### src/rtl/load_byte_fetch.sv
// Single-byte load engine: fetches the aligned word and returns the addressed byte lane.
// Optional request timeout compiled in with `define LBF_TIMEOUT_EN.
module load_byte_fetch #(
    parameter int unsigned TIMEOUT_CYCLES = 16
) (
    input  logic        clk,
    input  logic        rst_n,
    input  logic        start,
    input  logic [31:0] addr,
    output logic        busy,
    output logic        mem_req,
    output logic [31:0] mem_addr,
    input  logic        mem_ack,
    input  logic [31:0] mem_rdata,
    output logic [7:0]  byte_out,
    output logic        valid,
    output logic        err
);

    localparam logic [1:0] IDLE = 2'd0;
    localparam logic [1:0] REQ  = 2'd1;
    localparam logic [1:0] DONE = 2'd2;

    logic [1:0]  state_q, state_d;
    logic [31:0] mem_addr_q, mem_addr_d;
    logic [1:0]  lane_q, lane_d;
    logic        mem_req_q, mem_req_d;
    logic [7:0]  byte_q, byte_d;
    logic        valid_q, valid_d;
    logic [7:0]  lane_byte;

`ifdef LBF_TIMEOUT_EN
    localparam int unsigned CW = (TIMEOUT_CYCLES > 1) ? $clog2(TIMEOUT_CYCLES) : 1;
    localparam logic [CW-1:0] CNT_LAST = CW'(TIMEOUT_CYCLES - 1);

    logic [CW-1:0] cnt_q, cnt_d;
    logic          err_q, err_d;
`else
    logic unused_timeout_cycles;
    assign unused_timeout_cycles = ^TIMEOUT_CYCLES;
`endif

    always_comb begin
        lane_byte = mem_rdata[7:0];
        case (lane_q)
            2'd0:    lane_byte = mem_rdata[7:0];
            2'd1:    lane_byte = mem_rdata[15:8];
            2'd2:    lane_byte = mem_rdata[23:16];
            default: lane_byte = mem_rdata[31:24];
        endcase
    end

    always_comb begin
        state_d    = state_q;
        mem_addr_d = mem_addr_q;
        lane_d     = lane_q;
        byte_d     = byte_q;
        valid_d    = 1'b0;
`ifdef LBF_TIMEOUT_EN
        cnt_d      = cnt_q;
        err_d      = 1'b0;
`endif
        case (state_q)
            IDLE: begin
                if (start) begin
                    state_d    = REQ;
                    mem_addr_d = {addr[31:2], 2'b00};
                    lane_d     = addr[1:0];
`ifdef LBF_TIMEOUT_EN
                    cnt_d      = '0;
`endif
                end
            end
            REQ: begin
                if (mem_ack) begin
                    state_d = DONE;
                    byte_d  = lane_byte;
                    valid_d = 1'b1;
                end
`ifdef LBF_TIMEOUT_EN
                // An ack in the final allowed cycle takes priority over the abort.
                else if (cnt_q == CNT_LAST) begin
                    state_d = DONE;
                    byte_d  = 8'h00;
                    valid_d = 1'b1;
                    err_d   = 1'b1;
                end else begin
                    cnt_d = cnt_q + CW'(1);
                end
`endif
            end
            DONE: begin
                state_d = IDLE;
            end
            default: begin
                state_d = IDLE;
            end
        endcase
        mem_req_d = (state_d == REQ);
    end

    always_ff @(posedge clk or negedge rst_n) begin
        if (!rst_n) begin
            state_q    <= IDLE;
            mem_addr_q <= 32'h0;
            lane_q     <= 2'd0;
            mem_req_q  <= 1'b0;
            byte_q     <= 8'h00;
            valid_q    <= 1'b0;
        end else begin
            state_q    <= state_d;
            mem_addr_q <= mem_addr_d;
            lane_q     <= lane_d;
            mem_req_q  <= mem_req_d;
            byte_q     <= byte_d;
            valid_q    <= valid_d;
        end
    end

`ifdef LBF_TIMEOUT_EN
    always_ff @(posedge clk or negedge rst_n) begin
        if (!rst_n) begin
            cnt_q <= '0;
            err_q <= 1'b0;
        end else begin
            cnt_q <= cnt_d;
            err_q <= err_d;
        end
    end

    assign err = err_q;
`else
    assign err = 1'b0;
`endif

    assign busy     = (state_q != IDLE);
    assign mem_req  = mem_req_q;
    assign mem_addr = mem_addr_q;
    assign byte_out = byte_q;
    assign valid    = valid_q;

endmodule

### config.mk
export PLATFORM = sky130hd
export DESIGN_NAME = load_byte_fetch
export DESIGN_NICKNAME = d
export VERILOG_FILES = /design/src/rtl/load_byte_fetch.sv
export SDC_FILE = /design/constraint.sdc
export NUM_CORES = 1
export LEC_CHECK = 0
export CAP_MARGIN = 20
export CORE_UTILIZATION = 37
export CTS_CLUSTER_DIAMETER = 80
export DETAILED_ROUTE_END_ITERATION = 10
export PLACE_DENSITY = 0.81
export SETUP_SLACK_MARGIN = 0.05
export SLEW_MARGIN = 10
export SYNTH_ARGS = -nofsm -noshare
export SYNTH_HDL_FRONTEND = slang
export SYNTH_SLANG_ARGS = --single-unit
export TNS_END_PERCENT = 1
### constraint.sdc
create_clock -name clk -period 2 [get_ports clk]
set_input_delay 0.5 -clock clk [delete_from_list [all_inputs] [get_ports clk]]
set_output_delay 0.5 -clock clk [all_outputs]
set_load 0.02 [all_outputs]
==> reports/qor.csv <==
stage,metric,value,unit
clock_network,TritonCTS clock tree,built,
setup_path,critical path's slowest cell,dfrtp_2,
placement,RePlAce Congestion,0.692,
setup_path,CP top delay family,flip-flops,
synthesis,Mapped Cells,110,
clock_network,CTS clock-pin slew for the worst setup and hold paths,0.08,ns
sta,fin crit share,0.943,
route,final WL,4230,µm
floorplanning,Die Ht,73.7,µm
setup_path,crit path kind,reg2out,
clock_network,Clock Latency Late Sink,0.29,ns
synthesis,"Avg Cell Area, Syn",17.3,µm²
layout,layout cells sized above 1,0.287,
route,DR pass1 iterations,2,
layout,Synth-to-Final Area Change,65.5,%
power_and_ir_drop,Leakage,1.29,nW
clock_network,cts bufs inserted,5,
layout,most frequent cells in the layout,"clkdlybuf4s50_1, dfrtp_1, mux2_2, mux4_2, mux2_4",
global_route,first-pass GRT wire length,6780,µm
route,drt via density,4.76,
power_and_ir_drop,worst vdd ir,0.717,mV
global_route,largest net degree at the start of global routing,33,
sta,setup_tns,0,ns
floorplanning,row count,25,
global_route,initial antenna violation count,0,
outcome,status,completed,
clock_network,Root Driver,clkbuf_8,
route,Iter 0 DRT Violations,31,
sta,worst slew pin tran,0.534,ns
synthesis,ranking of synthesized cells by area,"dfrtp_1, mux2_2, mux4_2",
sta,Final min period,1.89,ns
hold_path,Min-Delay Path Class,in2async,
clock_network,CTS H-Tree Depth,2,
clock_network,Clock Sinks,44,
sta,Final Max Tran Viols,0,
clock_network,Post-CTS Setup Bufs,0,
floorplanning,die width,73.7,µm
placement,Final HPWL DP,3300,µm
sta,final hold viol count,0,
power_and_ir_drop,PwrDens,1290,mW/mm²
route,wire length per cell,14.6,µm
route,Post-DRT Antenna Nets,0,
sta,f_max,530,MHz
setup_path,"Req. time, crit path",1.50,ns
floorplanning,core area,0.00482,mm²
sta,Final Hold Slack,0.176,ns
synthesis,number of synthesized register bits,44,
layout,Final nets,290,
synthesis,Ys Warns,0,
synthesis,post-synth top area share,0.579,
synthesis,"Seq/Total Area, Yosys",0.579,
setup_path,Buf/Inv on CP,1,
global_route,total gr overflow,0,
setup_path,critical path endpoint category,output pin,
clock_network,CTS Buffer Depth,2,
synthesis,Post-Syn Area,0.00190,mm²
setup_path,crit-path cells,"or2_2, dlygate4sd2_1",
route,DRC Markers,0,
layout,"commonest non-fill, non-tap cell in the layout",clkdlybuf4s50_1,
route,Vias,1380,
sta,# setup viols final,0,
setup_path,WP data arrival,1.39,ns
sta,Worst Clk Skew,0.00438,ns
run,Max Cap Viol,0,
floorplanning,DIE AREA,0.00543,mm²
setup_path,critical path peak fanout,6,
setup_path,biggest cell delay along the critical path,0.45,ns
layout,Diodes inserted,0,
global_route,Total GRT Usage,0.172,
setup_path,Worst Setup Start Kind,flop,
sta,RSZ-0062 raised after global routing,no,
placement,I/O Buffers,108,
synthesis,Synth cell types,14,
synthesis,Synth area leader,dfrtp_1,
floorplanning,Ports,112,
global_route,vias in the first global route,1454,
floorplanning,Initial Utilization,0.395,
sta,max_slew headroom,0.644,
[report_power, final]
part	switching (W)	leakage [nW]	total (W)	internal, W
Sequential	0.000254	0.517	0.00150	0.00125
Combinational	0.000805	0.718	0.00199	0.00119
Clock	0.000289	0.0510	0.000564	0.000276
[repair_timing]
| item | CTS | global route |
|---|---|---|
| pin swaps | 0 | 0 |
| resized for setup | 1 | 1 |
| hold buffers | 0 | 0 |
| setup endpoints to repair | 1 | 1 |
[flip-flops by register name, indices dropped and copies added (netlist names)]
register and cells:
byte_out 8, lane_q 2, mem_addr 30, mem_req 1
state_q 2, valid 1
[final cells by class]
cell class / count / area [µm²]
flip-flops and latches: 44 / 1100
multi-input cells: 59 / 737
clock buffers: 6 / 82.6
repair buffers: 112 / 1130
well taps: 67 / 83.8
fillers: 391 / 1670
clock inverters: 2 / 10.0
[metal layers]
metal	global-route usage	wire length, µm	part of all wire
met1	0.200	1580	0.37
met2	0.275	2110	0.50
met4	0.0726	95	0.022
met3	0.0768	442	0.10
met5	0	0	0
[Yosys cell counts]
library cell  count
nand2b_1          2
or2_2             1
conb_1            1
and3b_1           2
buf_2             1
mux2_4            8
buf_6             4
a21oi_1           2
nor3b_2           1
mux4_2            8
buf_1             1
buf_4             3
mux2_2           32
dfrtp_1          44
[cells by family after synthesis]
group | Yosys count | share of synthesized area
AO/OA/AOI/OAI | 2 | 0.00527
buffers and inverters | 9 | 0.0402
AND/OR/NAND/NOR | 6 | 0.0257
other | 1 | 0.00197
multiplexers | 48 | 0.348
flip-flops | 44 | 0.579
[metrics by stage]
stage | total power, W | instances | setup slack, ns | area, µm² | utilization
2_1_floorplan | 0.00258 | 112 | 0.521 | 1910 | -
3_3_place_gp | 0.00351 | 282 | 0.0761 | 3050 | 0.634
3_5_place_dp | 0.00354 | 282 | 0.0601 | 3050 | 0.634
4_1_cts | 0.00412 | 290 | 0.0789 | 3140 | 0.653
5_1_grt | 0.00429 | 290 | 0.0646 | 3150 | 0.653
6_report | 0.00406 | 290 | 0.114 | 3150 | 0.653
[worst paths after layout]
path / start / to / slack, ns / cells past startpoint
worst max-delay path: state_q[0] / busy / 0.11 / 2
worst min-delay path: rst_n / mem_addr[2] / 0.18 / 1
worst max register to register: lane_q[0] / byte_out[4] / 0.39 / 2
worst min register to register: mem_addr[24] / mem_addr[24] / 0.51 / 1
max in group asynchronous: rst_n / byte_out[0] / 1.21 / 2
min in group clk: mem_addr[24] / mem_addr[24] / 0.51 / 1
No activity file was read; power rests on OpenSTA's default activity.
